## config.mk

```make
export PLATFORM = sky130hd
export DESIGN_NAME = ccd_line_scheduler_flat
export DESIGN_NICKNAME = d
export VERILOG_FILES = /design/src/rtl/ccd_pkg.sv /design/src/rtl/ccd_line_scheduler_if.sv /design/src/rtl/ccd_trig_edge.sv /design/src/rtl/ccd_line_scheduler.sv /design/src/flat_wrapper.sv
export SDC_FILE = /design/constraint.sdc
export NUM_CORES = 1
export LEC_CHECK = 0
export ABC_AREA = 1
export CAP_MARGIN = 20
export CORE_ASPECT_RATIO = 1.2
export CORE_MARGIN = 1.5
export CORE_UTILIZATION = 55
export DETAILED_ROUTE_END_ITERATION = 10
export PLACE_DENSITY = 0.9
export SYNTH_ARGS = -nofsm -noshare
export SYNTH_HDL_FRONTEND = slang
export SYNTH_HIERARCHICAL = 1
export SYNTH_SLANG_ARGS = --single-unit
```

## constraint.sdc

```tcl
create_clock -name sys_clk -period 3 [get_ports sys_clk]
set_input_delay 0.6 -clock sys_clk [delete_from_list [all_inputs] [get_ports sys_clk]]
set_output_delay 0.6 -clock sys_clk [all_outputs]
set_load 0.01 [all_outputs]
```

## src/rtl/ccd_pkg.sv

```systemverilog
// ccd_pkg: shared types and constants for the TCD1290D line scheduler and driver.
package ccd_pkg;

    typedef enum logic [2:0] {
        IDLE,
        LATCH,
        WAIT_TRIG,
        START,
        RUN,
        HOLD
    } state_e;

    localparam logic [9:0]  MIN_F1_CNT_DEF = 10'd4;
    localparam logic [23:0] MIN_PERIOD_DEF = 24'd2000;

    localparam logic MODE_FREE = 1'b0;
    localparam logic MODE_TRIG = 1'b1;

    localparam int LINE_WIDTH = 2100;

endpackage

```

## src/rtl/ccd_line_scheduler_if.sv

```systemverilog
// ccd_line_scheduler_if: config, trigger and driver-feedback bundle of the scheduler.
interface ccd_line_scheduler_if #(
    parameter int PERIOD_W = 24,
    parameter int LINES_W  = 16
);

    logic                enable;
    logic                cfg_mode;
    logic [9:0]          cfg_f1_cnt;
    logic [PERIOD_W-1:0] cfg_period;
    logic [LINES_W-1:0]  cfg_lines;
    logic                ext_trig;
    logic                line_done;
    logic                clr_overrun;

    logic                line_start;
    logic [9:0]          f1_cnt;
    logic [LINES_W-1:0]  line_idx;
    logic                frame_start;
    logic                frame_end;
    logic                busy;
    logic                trig_overrun;

    modport master (
        output enable, cfg_mode, cfg_f1_cnt, cfg_period, cfg_lines,
        output ext_trig, line_done, clr_overrun,
        input  line_start, f1_cnt, line_idx, frame_start, frame_end,
        input  busy, trig_overrun
    );

    modport slave (
        input  enable, cfg_mode, cfg_f1_cnt, cfg_period, cfg_lines,
        input  ext_trig, line_done, clr_overrun,
        output line_start, f1_cnt, line_idx, frame_start, frame_end,
        output busy, trig_overrun
    );

endinterface

```

## src/rtl/ccd_trig_edge.sv

```systemverilog
// ccd_trig_edge: rising-edge detector for ext_trig, 1-cycle pulse out.
// TRIG_SYNC_EN inserts a 2-flop synchronizer ahead of the detector.
module ccd_trig_edge (
    input  logic clk_i,
    input  logic rst_i,
    input  logic trig_i,
    output logic pulse_o
);

    logic lvl;
    logic prev_q;

`ifdef TRIG_SYNC_EN
    logic [1:0] sync_q;

    always_ff @(posedge clk_i) begin
        if (rst_i) begin
            sync_q <= 2'b00;
        end else begin
            sync_q <= {sync_q[0], trig_i};
        end
    end

    assign lvl = sync_q[1];
`else
    assign lvl = trig_i;
`endif

    always_ff @(posedge clk_i) begin
        if (rst_i) begin
            prev_q <= 1'b0;
        end else begin
            prev_q <= lvl;
        end
    end

    assign pulse_o = lvl & ~prev_q;

endmodule

```

## src/rtl/ccd_line_scheduler.sv

```systemverilog
// ccd_line_scheduler: paces TCD1290D line readouts, latches f1_cnt per line.
// Build option: TRIG_SYNC_EN (synchronized ext_trig, 3-cycle trigger latency).
module ccd_line_scheduler
    import ccd_pkg::*;
#(
    parameter int                  PERIOD_W   = 24,
    parameter int                  LINES_W    = 16,
    parameter logic [9:0]          MIN_F1_CNT = MIN_F1_CNT_DEF,
    parameter logic [PERIOD_W-1:0] MIN_PERIOD = PERIOD_W'(MIN_PERIOD_DEF)
) (
    input  logic                sys_clk,
    input  logic                rst,
    ccd_line_scheduler_if.slave bus
);

    state_e              state_q, state_d;
    logic [9:0]          f1_q, f1_d;
    logic [PERIOD_W-1:0] period_q, period_d;
    logic [PERIOD_W-1:0] cnt_q, cnt_d, cnt_inc;
    logic [LINES_W-1:0]  lines_q, lines_d;
    logic [LINES_W-1:0]  idx_q, idx_d;
    logic                busy_q, busy_d;
    logic                ovr_q, ovr_d;
    logic                trig_pulse;
    logic                last_line;
    logic                ls, fs, fe;

    ccd_trig_edge u_trig (
        .clk_i   (sys_clk),
        .rst_i   (rst),
        .trig_i  (bus.ext_trig),
        .pulse_o (trig_pulse)
    );

    assign cnt_inc   = (&cnt_q) ? cnt_q : cnt_q + PERIOD_W'(1);
    assign last_line = (idx_q == lines_q - LINES_W'(1));

    always_comb begin
        state_d  = state_q;
        f1_d     = f1_q;
        period_d = period_q;
        lines_d  = lines_q;
        idx_d    = idx_q;
        cnt_d    = cnt_q;
        busy_d   = busy_q;
        ls       = 1'b0;
        fs       = 1'b0;
        fe       = 1'b0;
        unique case (state_q)
            IDLE: begin
                if (bus.enable) state_d = LATCH;
            end
            LATCH: begin
                f1_d     = (bus.cfg_f1_cnt < MIN_F1_CNT) ? MIN_F1_CNT
                                                         : bus.cfg_f1_cnt;
                period_d = (bus.cfg_period < MIN_PERIOD) ? MIN_PERIOD
                                                         : bus.cfg_period;
                lines_d  = (bus.cfg_lines == '0) ? LINES_W'(1) : bus.cfg_lines;
                state_d  = (bus.cfg_mode == MODE_TRIG) ? WAIT_TRIG : START;
            end
            WAIT_TRIG: begin
                if (!bus.enable)     state_d = IDLE;
                else if (trig_pulse) state_d = START;
            end
            START: begin
                ls      = 1'b1;
                fs      = (idx_q == '0);
                busy_d  = 1'b1;
                cnt_d   = PERIOD_W'(1);
                state_d = RUN;
            end
            RUN: begin
                cnt_d = cnt_inc;
                if (bus.line_done) begin
                    busy_d  = 1'b0;
                    fe      = last_line;
                    idx_d   = last_line ? '0 : idx_q + LINES_W'(1);
                    state_d = HOLD;
                end
            end
            HOLD: begin
                // compare the post-increment count so start-to-start is period+1
                cnt_d = cnt_inc;
                if (cnt_inc >= period_q) state_d = bus.enable ? LATCH : IDLE;
            end
            default: state_d = IDLE;
        endcase
    end

    always_comb begin
        ovr_d = ovr_q;
        if (bus.clr_overrun) ovr_d = 1'b0;
        if (trig_pulse && bus.cfg_mode == MODE_TRIG && state_q != WAIT_TRIG)
            ovr_d = 1'b1;
    end

    always_ff @(posedge sys_clk) begin
        if (rst) begin
            state_q  <= IDLE;
            f1_q     <= MIN_F1_CNT;
            period_q <= MIN_PERIOD;
            lines_q  <= LINES_W'(1);
            idx_q    <= '0;
            cnt_q    <= '0;
            busy_q   <= 1'b0;
            ovr_q    <= 1'b0;
        end else begin
            state_q  <= state_d;
            f1_q     <= f1_d;
            period_q <= period_d;
            lines_q  <= lines_d;
            idx_q    <= idx_d;
            cnt_q    <= cnt_d;
            busy_q   <= busy_d;
            ovr_q    <= ovr_d;
        end
    end

    assign bus.line_start   = ls;
    assign bus.frame_start  = fs;
    assign bus.frame_end    = fe;
    assign bus.f1_cnt       = f1_q;
    assign bus.line_idx     = idx_q;
    assign bus.busy         = busy_q;
    assign bus.trig_overrun = ovr_q;

endmodule

```

## src/flat_wrapper.sv

```systemverilog
// flat-port wrapper written by rule: the top's interface ports become plain ports
module ccd_line_scheduler_flat import ccd_pkg::*;
#(
    parameter int                  PERIOD_W   = 24,
    parameter int                  LINES_W    = 16,
    parameter logic [9:0]          MIN_F1_CNT = MIN_F1_CNT_DEF,
    parameter logic [PERIOD_W-1:0] MIN_PERIOD = PERIOD_W'(MIN_PERIOD_DEF)
)
  (sys_clk, rst, bus_enable, bus_cfg_mode, bus_cfg_f1_cnt, bus_cfg_period, bus_cfg_lines, bus_ext_trig, bus_line_done, bus_clr_overrun, bus_line_start, bus_f1_cnt, bus_line_idx, bus_frame_start, bus_frame_end, bus_busy, bus_trig_overrun);
  ccd_line_scheduler_if #(.PERIOD_W(PERIOD_W), .LINES_W(LINES_W)) bus_i ();
  input  logic sys_clk;
  input  logic rst;
  input wire logic [$bits(bus_i.enable)-1:0] bus_enable;
  input wire logic [$bits(bus_i.cfg_mode)-1:0] bus_cfg_mode;
  input wire logic [$bits(bus_i.cfg_f1_cnt)-1:0] bus_cfg_f1_cnt;
  input wire logic [$bits(bus_i.cfg_period)-1:0] bus_cfg_period;
  input wire logic [$bits(bus_i.cfg_lines)-1:0] bus_cfg_lines;
  input wire logic [$bits(bus_i.ext_trig)-1:0] bus_ext_trig;
  input wire logic [$bits(bus_i.line_done)-1:0] bus_line_done;
  input wire logic [$bits(bus_i.clr_overrun)-1:0] bus_clr_overrun;
  output wire logic [$bits(bus_i.line_start)-1:0] bus_line_start;
  output wire logic [$bits(bus_i.f1_cnt)-1:0] bus_f1_cnt;
  output wire logic [$bits(bus_i.line_idx)-1:0] bus_line_idx;
  output wire logic [$bits(bus_i.frame_start)-1:0] bus_frame_start;
  output wire logic [$bits(bus_i.frame_end)-1:0] bus_frame_end;
  output wire logic [$bits(bus_i.busy)-1:0] bus_busy;
  output wire logic [$bits(bus_i.trig_overrun)-1:0] bus_trig_overrun;
  assign bus_i.enable = bus_enable;
  assign bus_i.cfg_mode = bus_cfg_mode;
  assign bus_i.cfg_f1_cnt = bus_cfg_f1_cnt;
  assign bus_i.cfg_period = bus_cfg_period;
  assign bus_i.cfg_lines = bus_cfg_lines;
  assign bus_i.ext_trig = bus_ext_trig;
  assign bus_i.line_done = bus_line_done;
  assign bus_i.clr_overrun = bus_clr_overrun;
  assign bus_line_start = bus_i.line_start;
  assign bus_f1_cnt = bus_i.f1_cnt;
  assign bus_line_idx = bus_i.line_idx;
  assign bus_frame_start = bus_i.frame_start;
  assign bus_frame_end = bus_i.frame_end;
  assign bus_busy = bus_i.busy;
  assign bus_trig_overrun = bus_i.trig_overrun;
  ccd_line_scheduler #(.PERIOD_W(PERIOD_W), .LINES_W(LINES_W), .MIN_F1_CNT(MIN_F1_CNT), .MIN_PERIOD(MIN_PERIOD)) u_core (.sys_clk(sys_clk), .rst(rst), .bus(bus_i));
endmodule
```

After elaboration in Yosys (flattened, before gate mapping)
Cells that the tools add are included.

Add/sub/neg operators: 3. $lt $le $gt $ge: 3. Equal/unequal tests: 11. Multiplexer cells: 22. Bitwise operators: 2. Reduce and logical (&&, ||, !) cells: 13.

Operators by type and width (number): 2-to-1 mux 24 bit (2); one-hot mux 24 bit (2 select lines) (1); zero test 16 bit (2); 2-to-1 mux 16 bit (2); adder 24 x 1 -> 24 bit, second input constant (1); greater-or-equal comparator 24 bit (1); < comparator 24 x 11 -> 1 bit, second input constant (1); AND reduction 24 bit (1); one-hot mux 3 bit (6 select lines) (1); adder 16 x 1 -> 16 bit, second input constant (1); == test 16 bit (1); subtractor 16 x 1 -> 16 bit, second input constant (1); 2-to-1 mux 3 bit (5); < comparator 10 x 3 -> 1 bit, second input constant (1); 2-to-1 mux 10 bit (1); 2-to-1 mux 1 bit (9); == test 3 x 2 -> 1 bit, second input constant (2); == test 3 bit, second input constant (2); != test 3 x 2 -> 1 bit, second input constant (2); nonzero test 2 bit (3); != test 2 bit, second input constant (2); AND reduction 2 bit (2); AND reduction 4 bit (1); == test 3 x 1 -> 1 bit, second input constant (1); 7 further kinds (8).

Bits in registers: 96. Logic and storage cells: 63.

Depth between registers and ports, before layout
Gate-level depths: netlist of the first run.

Depth after elaboration: 5. Gate-level depth with buffers: 20. Depth with buffers taken out: 19.

Hierarchy
Netlist of the first run, hierarchy kept.

By module, submodules not included: ccd_line_scheduler (instances 1, cells an instance 926, area an instance 6042.0 sq um); ccd_trig_edge (instances 1, cells an instance 4, area an instance 31.3 sq um).

Least setup slack after synthesis of the first run
No wires, ideal clock.

Kind: reg-to-reg. Start point: register u_core.cnt_q[0]. End point: register u_core.state_q[2]. Arrival: 2389 ps. Slack: 502 ps. Cell stages (with the launch flop): 18. Period minus slack after synthesis: 2498 ps. Cells stage by stage: dfxtp_1 -> ha_1 -> nand3_2 -> nor2_2 -> nand2_2 -> nor2_4 -> and2_4 -> nand2_2 -> o21ai_1 -> nand2_1 -> ha_1 -> nand3_1 -> nor3_1 -> nand3_1 -> nand4_1 -> nand3_1 -> nand2_1 -> inv_1.

Cells in the longest elaborated chain, start to end: 5. Elaborated cells on any way between the ends: 6.

Ends and longest elaborated chain: start: declaration (RTL line ccd_line_scheduler.sv:19) `logic [PERIOD_W-1:0] cnt_q, cnt_d, cnt_inc;`; start signal: assignment (RTL line ccd_line_scheduler.sv:113) `cnt_q <= cnt_d;`; adder 24 x 1 -> 24 bit or AND reduction 24 bit (tied branches) (RTL line ccd_line_scheduler.sv:35) `assign cnt_inc = (&cnt_q) ? cnt_q : cnt_q + PERIOD_W'(1);`; 2-to-1 mux 24 bit * (RTL line ccd_line_scheduler.sv:35); greater-or-equal comparator 24 bit * (RTL line ccd_line_scheduler.sv:84) `if (cnt_inc >= period_q) state_d = bus.enable ? LATCH : IDLE;`; != test 2 x 1 -> 1 bit (no source line) *; AND reduction 4 bit (no source line) *; end signal: assignment (RTL line ccd_line_scheduler.sv:108) `state_q <= state_d;`; end: declaration (RTL line ccd_line_scheduler.sv:16) `state_e state_q, state_d;`.

Every way passes the cells marked *; elsewhere a longest branch is shown, timed or not. A chain may end at the register's enable or synchronous reset.

Worst setup path in the final report of the first run
Start point: register u_core.cnt_q[1]. End point: register u_core.state_q[0].

The elaborated chain is that of the path after synthesis.

==> run summary, run 1 <==
Top-count cell post-synth: nand2_1
Worst-Margin Slew: 628 ps
Hold Crit Start: u_core/period_q[11]
Finished Core Util: 70.4%
CP arrival: 3100 ps
Post-synth EDFFs: 0
Hold depth: 2
Failing checks: DRC
Diode count: 0
Fraction of registers with async set/reset: 0%
Post-synthesis net count: 1,015
Critical path fanouts, max: 4
Slew headroom: 58.1%
Post-Syn Area: 6070 um^2
Post-Place Worst Slack: 132 ps
Final Hold Viols: 0
Num rows: 41
Hold Buf Count CTS: 0
Initial antenna violation count: 0
Max Clk Rate: 0.355 GHz
Predominant post-synthesis flop cell: dfxtp_1
Drc violations: 9
Reg2Reg Setup Slack: 190 ps
Leakage power: 3.45 nW
Number of global-route vias before repair: 5,979
Area delta synth->final: 23.0%
YS warnings: 6
CTS buffer count: 9
Vias: 6,358
Syn Inst Count: 930
Reg2Reg Capture Point: u_core/state_q[0]
Worst Hold End: u_core/period_q[11]
Final worst slack: 187 ps
MaxCap Viol Count: 0
Clk_lat worst skew: 350 ps
Post-synth cell types: 42
Initial Util: 57.2%
Yosys top cell area share: 31.6%
Vias per cell: 5.53
HPWL after DPL: 12.2 mm
Clk sinks: 96
Total wire length: 16.6 mm
Sequential share of the synthesized area: 31.6%
Count of buffers from port buffering: 87
CTS H-tree lvls: 3
Final setup viols: 0
CP Launch Type: register
CP required: 3290 ps
Die area: 11,700 um^2
CTS tree: built
Syn_area_per_cell: 6.53 um^2
R2R Path Start: u_core/cnt_q[1]
First-pass GRT wire length: 27.6 mm
Ranking of synthesized cells by area: dfxtp_1, nand2_1, inv_1
Root Buffer: clkbuf_16
Critical Path End Type: register
GPL Wtd Cong: 0.984
DRT Pass-1 Iters: 10
Post-route ant nets: 0
Slew Viols, Final: 0
R2R depth: 18
All-layer global routing usage: 29.0%
DIE WIDTH: 98.9 um
Largest area contributor in the netlist: dfxtp_1
Worst VDD drop: 0.355 mV
Cell Pwr Density: 733 nW/um^2
Outcome: complete, but fails checks
Overflow after GRT: 0
Share of cells above drive strength 1: 8.13%
Finished Cell Area: 7470 um^2
Crit path kind: reg -> reg
Worst Skew: 10.8 ps
Final min period: 2810 ps
Largest net degree at the start of global routing: 62
I/O pin count: 88
Final worst-path cycle share: 93.8%
CTS Buffer Depth: 2
DRT iter0 DRCs: 437
List of most frequent post-synthesis cells: nand2_1, inv_1, nor2_1, dfxtp_1, a21oi_1
Clk pin slew, worst setup/hold paths: 70 ps
FF+latch count, synth: 96
WL/cell: 14.5 um
Worst Hold Class: reg -> reg
Die H: 118 um
# nets final: 1,101
Power consumption: 5.47 mW
Core Region: 10,600 um^2
Area post-placement: 7100 um^2
layout by cell type (no fill, tap or decap), types with 3 or more instances in the layout:
cell,count
a21oi_1,66
nor2_1,101
nand2_2,7
nor4_1,9
buf_4,16
nand3_2,6
nor3_2,7
ha_1,26
dfxtp_1,94
xor2_2,3
inv_1,134
nand3b_1,5
clkbuf_16,9
xnor2_1,13
nor2_2,7
nand2_1,232
o22ai_1,6
clkdlybuf4s50_1,85
nand4_1,17
nand3_1,45
o21ai_0,43
xor2_1,18
nor3_4,3
o21ai_1,4
nor2_4,5
a211oi_1,12
nor3_1,15
what timing repair did:
| item | 4_1_cts | 5_1_grt |
|---|---|---|
| endpoints found under the setup margin | 1 | 3 |
| setup buffers | 0 | 1 |
| endpoints found under the hold margin | 0 | 0 |
| pin swaps | 0 | 2 |
| resized for setup | 4 | 17 |
cell type report:
cell class	count	area [um^2]
clock inverters	6	43.8
repair buffers	103	985
multi-input cells	670	3620
fillers	871	3150
inverters	136	510
clock buffers	10	229
well taps	129	161
flip-flops and latches	96	1920
cells by family after synthesis:
group	Yosys count	share of synthesized area [%]
fa+ha+maj	28	5.77
compound gates	140	12.5
xor+xnor	35	5.29
simple gates	467	34.5
flops	96	31.6
buf+inv	164	10.3
where the power goes:
part           total, mW  switching [mW]  leakage [nW]  internal, mW
Combinational       2.57            1.63          2.53         0.936
Clock               1.09           0.520         0.133         0.568
Sequential          1.82           0.241         0.783          1.58
worst max-delay path, cell delays in order, from the launching register on:
cell      delay, ps
dfxtp_1         360
ha_2            200
nand3_2         130
nor2_4          170
nand2_2         110
nor2_4          150
and2_4          190
nand2_2          70
o21ai_1         120
nand2_1          80
ha_1            270
nand3_1         120
o21bai_1        120
nand3_1          80
a21oi_1         150
nand4_1         170
o21ai_1         130
nand2_1          60
inv_1            60
metal layers:
metal | track usage, % | part of all wire (%) | vias to the layer above
met2 | 49.5 | 49 | 229
met5 | 0 | 0 | -
met4 | 15.0 | 4.0 | 0
met1 | 34.6 | 41 | 2914
met3 | 4.99 | 5.5 | 58
li1 | - | - | 3157
worst max path at each step:
stage / start / to / depth (start not counted)
after floorplan: u_core/cnt_q[0] / u_core/state_q[2] / 17
after global placement: u_core/cnt_q[0] / u_core/state_q[2] / 17
after detailed placement: u_core/cnt_q[1] / u_core/state_q[2] / 17
after CTS: u_core/cnt_q[0] / u_core/state_q[2] / 17
after global routing: u_core/cnt_q[5] / u_core/state_q[0] / 15
final: u_core/cnt_q[1] / u_core/state_q[0] / 18
flip-flops by register name, summed over array words and instances, names as in the netlist:
| register | cells |
|---|---|
| u_core/bus.busy | 1 |
| u_core/cnt_q | 24 |
| u_core/bus.line_idx | 16 |
| u_core/u_trig/prev_q | 1 |
| u_core/bus.f1_cnt | 10 |
| u_core/lines_q | 16 |
| u_core/bus.trig_overrun | 1 |
| u_core/period_q | 24 |
| u_core/state_q | 3 |
through the flow:
step	hold WS, ps	setup TNS (ps)	instances
final	466	0	1150
after global routing	493	-125	1150
after CTS	466	0	1149
after detailed placement	457	0	1133
after global placement	447	0	1133
after floorplan	435	0	930
Note: power is estimated with default switching activity, not from simulation.
==> run 2, diff against run 1 <==
--- a/config.mk
+++ b/config.mk
@@ -12,6 +12,7 @@
 export CORE_UTILIZATION = 55
 export DETAILED_ROUTE_END_ITERATION = 10
 export PLACE_DENSITY = 0.9
+export REMOVE_ABC_BUFFERS = 1
 export SYNTH_ARGS = -nofsm -noshare
 export SYNTH_HDL_FRONTEND = slang
 export SYNTH_HIERARCHICAL = 1
==> run 2 against run 1 <==
Effect of this change:
- the flow still finishes with violations (DRC)
- sequential power hardly changed
- power down 0.85%
- utilization shrank 0.24 points
==> run summary, run 2 (synthesis results as in run 1) <==
Outcome: complete, but fails checks
Failing checks: DRC
Combinational power share: 46.8% (-0.2 points)
Max Clk Rate: 0.352 GHz (-1.0%)
Count of buffers from port buffering: 87 (unchanged)
Slew headroom: 57.9% (-0.20 points)
Internal power: 3.09 mW (+0.50%)
Largest regs: u_core/cnt_q: 24 flops, u_core/period_q: 24 flops
Vias per cell: 5.44 (-1.6%)
Overflow after GRT: 0 (unchanged)
Worst Skew: 9.63 ps (-1.18 ps)
Worst VDD drop: 0.330 mV (-6.9%)
CTS Buffer Depth: 2 (unchanged)
Post-route ant nets: 0 (unchanged)
DRT iter0 DRCs: 337 (-23%)
DIE WIDTH: 98.9 um (unchanged)
Clock network power share: 20.0% (about the same)
CP Launch Type: register
Number of global-route vias before repair: 5,886 (-1.6%)
Leakage power: 3.44 nW (-0.26%)
Final worst-path cycle share: 94.8% (+0.99 points)
Critical Path End Type: output port
Post-CTS Setup Inserts: 0 (unchanged)
First-pass GRT wire length: 26.3 mm (-4.6%)
WL/cell: 14.2 um (-1.7%)
GPL Wtd Cong: 0.958 (-2.6%)
Final min period: 2840 ps (+29.6 ps)
Die area: 11,700 um^2 (unchanged)
Die H: 118 um (unchanged)
Diode count: 0 (unchanged)
WHS: 465 ps (-1.17 ps)
Num rows: 41 (unchanged)
HPWL after DPL: 12.1 mm (-0.14%)
DRT Pass-1 Iters: 9 (-1)
Worst Hold Class: reg -> reg
Initial antenna violation count: 0 (unchanged)
CTS buffer count: 9 (unchanged)
CP arrival: 2240 ps (-860 ps)
Clk sinks: 96 (unchanged)
CP required: 2400 ps (-890 ps)
Hold Buf Count CTS: 0 (unchanged)
All-layer global routing usage: 27.8% (-1.2 points)
CTS H-tree lvls: 3 (unchanged)
Psw: 2.33 mW (-2.6%)
Clk pin slew, worst setup/hold paths: 70 ps (about the same)
CTS tree: built
Initial Util: 57.2% (unchanged)
Largest net degree at the start of global routing: 62 (unchanged)
MaxCap Viol Count: 0 (unchanged)
Power consumption: 5.43 mW (-0.85%)
Area delta synth->final: 22.6%
Critical path fanouts, max: 7 (+3)
Drc violations: 7 (-2)
Switching share of power: 43.0% (-0.77 points)
I/O pin count: 88 (unchanged)
Share of cells above drive strength 1: 7.54% (-0.59 points)
Sequential power share: 33.2% (about the same)
Crit path kind: reg -> out
Final Hold Viols: 0 (unchanged)
# nets final: 1,101 (unchanged)
Final setup viols: 0 (unchanged)
Slew Viols, Final: 0 (unchanged)
Fillcell total: 891 (+2.3%)
Cell Pwr Density: 729 nW/um^2 (-0.52%)
Resize count post-CTS: 2 (-2)
Worst-Margin Slew: 631 ps (+3.05 ps)
Vias: 6,258 (-1.6%)
Core Region: 10,600 um^2 (unchanged)
Most frequent cells in the layout: nand2_1, inv_1, nor2_1
Root Buffer: clkbuf_16
Clk_lat worst skew: 350 ps (about the same)
Total wire length: 16.3 mm (-1.7%)
Commonest non-fill, non-tap cell in the layout: nand2_1
==> run 2: path summary, 6_finish.rpt <==
kind | cells past startpoint | startpoint | slack, ps | end
setup / recovery | 13 | u_core/lines_q[1] | 160 | bus_frame_end
hold reg to reg | 2 | u_core/period_q[11] | 460 | u_core/period_q[11]
hold / removal | 2 | u_core/period_q[11] | 460 | u_core/period_q[11]
setup reg to reg | 17 | u_core/cnt_q[0] | 180 | u_core/state_q[0]
==> run 2: power groups by stage <==
stage,Clock (mW),Sequential [mW],Combinational [mW]
final,1.08,1.80,2.54
after global routing,1.16,1.84,2.83
after CTS,1.10,1.80,2.47
after detailed placement,0,1.83,2.45
after global placement,0,1.82,2.40
after floorplan,0,1.80,1.70
==> run 2: through the flow <==
stage / util (%) / worst slack, ps / std cells / TNS (ps) / area [um^2]
after detailed placement: 67.0 / 118 / 1134 / 0 / 7110
after CTS: 69.6 / 100 / 1150 / 0 / 7390
after floorplan: - / -154 / 902 / -183 / 5960
after global placement: 67.0 / 183 / 1134 / 0 / 7110
final: 70.1 / 157 / 1150 / 0 / 7450
after global routing: 70.1 / -40.7 / 1150 / -77.7 / 7450
==> run 2: metal layers <==
layer	up-vias	track usage (%)	wire length (um)
li1	3173	-	-
met1	2874	29.1	6460
met2	167	53.3	8750
met3	44	3.98	606
met4	0	13.3	522
met5	-	0	0
==> run 2: worst max-delay path: stages, from the launching register on <==
cell           delay [ps]
dfxtp_1               330
inv_1                 110
ha_4                  190
nand2_4                90
nor2_8                160
nand2_1                70
nand2_1                60
nand2_1                50
nor2_1                 90
nand2_1                70
nor2_2                120
nand3_1               110
nor2_1                140
dlygate4sd2_1         280
==> run 2: cell type report <==
| type | count | area, um^2 | share of cell area (%) |
|---|---|---|---|
| inverter | 136 | 510 | 6.85 |
| sequential | 96 | 1920 | 25.8 |
| tap | 129 | 161 | 2.17 |
| clock inverter | 4 | 28.8 | 0.386 |
| clock buffer | 12 | 246 | 3.31 |
| multi-input combinational | 670 | 3590 | 48.2 |
| timing repair buffer | 103 | 985 | 13.2 |
==> run 3, diff against run 2 <==
--- a/config.mk
+++ b/config.mk
@@ -10,6 +10,7 @@
 export CORE_ASPECT_RATIO = 1.2
 export CORE_MARGIN = 1.5
 export CORE_UTILIZATION = 55
+export CTS_BUF_LIST = sky130_fd_sc_hd__clkbuf_16
 export DETAILED_ROUTE_END_ITERATION = 10
 export PLACE_DENSITY = 0.9
 export REMOVE_ABC_BUFFERS = 1
==> run 3 against run 2 <==
Effect of this change:
- the run still ends with DRC left
- via count shrank 0.54%
- critical path type unchanged
- maximum frequency rose by 0.55%
- worst hold slack barely moved
- clock power is essentially flat
- highest routed layer unchanged
==> run summary, run 3 (synthesis results as in run 1) <==
Critical Path Max Stage Delay: 330 ps (about the same)
WHS: 464 ps (-0.0190 ps)
Worst-Margin Slew: 629 ps (-2.15 ps)
Failing checks: DRC
Area post-placement: 7110 um^2 (unchanged)
Number of global-route vias before repair: 5,871 (-0.25%)
First-pass GRT wire length: 26.2 mm (-0.32%)
Final setup viols: 0 (unchanged)
Crit path kind: reg -> out
Worst Skew: 9.86 ps (+0.236 ps)
Diode count: 0 (unchanged)
CTS buffer count: 9 (unchanged)
CTS tree: built
Critical Path End Type: output port
Power consumption: 5.38 mW (-0.82%)
Drc violations: 7 (unchanged)
Count of buffers from port buffering: 87 (unchanged)
Overflow after GRT: 0 (unchanged)
Post-route non-filler standard cell count: 1,150 (unchanged)
Clk_lat worst skew: 350 ps (about the same)
Final min period: 2830 ps (-15.5 ps)
CP top delay family: simple AND/OR/NAND/NOR gates
Root Buffer: clkbuf_16
Largest net degree at the start of global routing: 62 (unchanged)
CP max stage cell: dfxtp_1
DRT iter0 DRCs: 266 (-21%)
CP required: 2400 ps (about the same)
Final worst-path cycle share: 94.2% (-0.52 points)
DIE WIDTH: 98.9 um (unchanged)
Worst Hold Class: reg -> reg
Total wire length: 16.2 mm (-0.96%)
HPWL after DPL: 12.1 mm (unchanged)
Hold Buf Count CTS: 0 (unchanged)
Core Region: 10,600 um^2 (unchanged)
Vias: 6,224 (-0.54%)
Clk sinks: 96 (unchanged)
Leakage power: 3.44 nW (about the same)
Crit path cell chain: inv_1 > ha_4 > nand2_4 > nor2_8 > nand2_1 > nand2_1 > nand2_1 > nor2_1 > nand2_1 > nor2_2 > nand3_1 > nor2_1 > dlygate4sd2_1
Largest regs: u_core/cnt_q: 24 flops, u_core/period_q: 24 flops
Slew Viols, Final: 0 (unchanged)
Post-route ant nets: 0 (unchanged)
Die area: 11,700 um^2 (unchanged)
Final Hold Viols: 0 (unchanged)
Max Clk Rate: 0.354 GHz (+0.55%)
Finished Cell Area: 7440 um^2 (-0.13%)
Share of cells above drive strength 1: 7.44% (-0.098 points)
Initial antenna violation count: 0 (unchanged)
Slew headroom: 58.0% (+0.14 points)
Worst VDD drop: 0.327 mV (-0.87%)
GPL Wtd Cong: 0.958 (unchanged)
# nets final: 1,101 (unchanged)
Worst path bufs/invs: 2 (unchanged)
Fillcell total: 897 (+0.67%)
Most frequent cells in the layout: nand2_1, inv_1, nor2_1
CTS Buffer Depth: 2 (unchanged)
Num rows: 41 (unchanged)
Commonest non-fill, non-tap cell in the layout: nand2_1
Initial Util: 57.2% (unchanged)
WL/cell: 14.1 um (-0.96%)
Critical path fanouts, max: 7 (unchanged)
Area delta synth->final: 22.5%
CP most frequent cell: nand2_1
Die H: 118 um (unchanged)
CP arrival: 2230 ps (about the same)
Dpl cells: 1,134 (unchanged)
CTS H-tree lvls: 3 (unchanged)
Clk pin slew, worst setup/hold paths: 70 ps (about the same)
I/O pin count: 88 (unchanged)
DRT Pass-1 Iters: 9 (unchanged)
CP Launch Type: register
MaxCap Viol Count: 0 (unchanged)
Outcome: complete, but fails checks
Vias per cell: 5.41 (-0.54%)
Cell Pwr Density: 724 nW/um^2 (-0.68%)
All-layer global routing usage: 27.7% (-0.087 points)
[run 3: cell count changes in the layout (fill, tap and decap cells not counted), sizes merged]
cell,delta
clkinv,+1
clkbuf,-3
inv,+2
[run 3: path summary, 6_finish.rpt]
check | slack (ps) | cells past startpoint | end | startpoint
min | 460 | 2 | u_core/period_q[11] | u_core/period_q[11]
min reg2reg | 460 | 2 | u_core/period_q[11] | u_core/period_q[11]
max | 170 | 13 | bus_frame_end | u_core/lines_q[1]
max reg2reg | 180 | 17 | u_core/state_q[0] | u_core/cnt_q[1]
[run 3: power by group]
part           leakage, nW  total, mW  switching [mW]  internal, mW
clock                0.132       1.05           0.496         0.555
sequential           0.783       1.80           0.231          1.57
combinational         2.53       2.53            1.59         0.934
total                 3.44       5.38            2.32          3.06
[run 3: timing repair]
item,in CTS,in global routing
buffers inserted,0,0
setup endpoints to repair,1,3
gates resized for setup,2,12
[run 3: layer usage]
layer,wire [um],GRT usage [%],vias up
met5,0,0,-
met4,556,13.3,0
met3,680,3.98,47
met2,8620,53.1,169
met1,6330,29.0,2839
li1,-,-,3169
[run 3: final cells by class]
class	instances	area, um^2	share of cell area (%)
multi-input combinational	670	3590	48.3
tap	129	161	2.17
inverter	136	510	6.86
sequential	96	1920	25.9
timing repair buffer	103	985	13.2
clock inverter	7	40.0	0.538
clock buffer	9	225	3.03
[run 3: worst reg2reg max path: stages (launching register included)]
cell and delay (ps):
dfxtp_1 370, ha_1 220, nand3_2 130, nor2_2 140, nand2_2 90, nor2_4 160
nand2_2 100, nand3_1 120, xor2_1 220, ha_1 290, a21oi_1 170, nand3b_1 130
nand3_1 100, a21oi_1 200, nand4_1 140, o21ai_1 100, nand2_1 60, inv_1 50
[run 3: metrics by stage]
step	setup TNS [ps]	util [%]	setup slack (ps)
2_1_floorplan	-183	-	-154
3_3_place_gp	0	67.0	183
3_5_place_dp	0	67.0	118
4_1_cts	0	69.5	100
5_1_grt	-78.7	70.0	-41.2
6_report	0	70.0	173
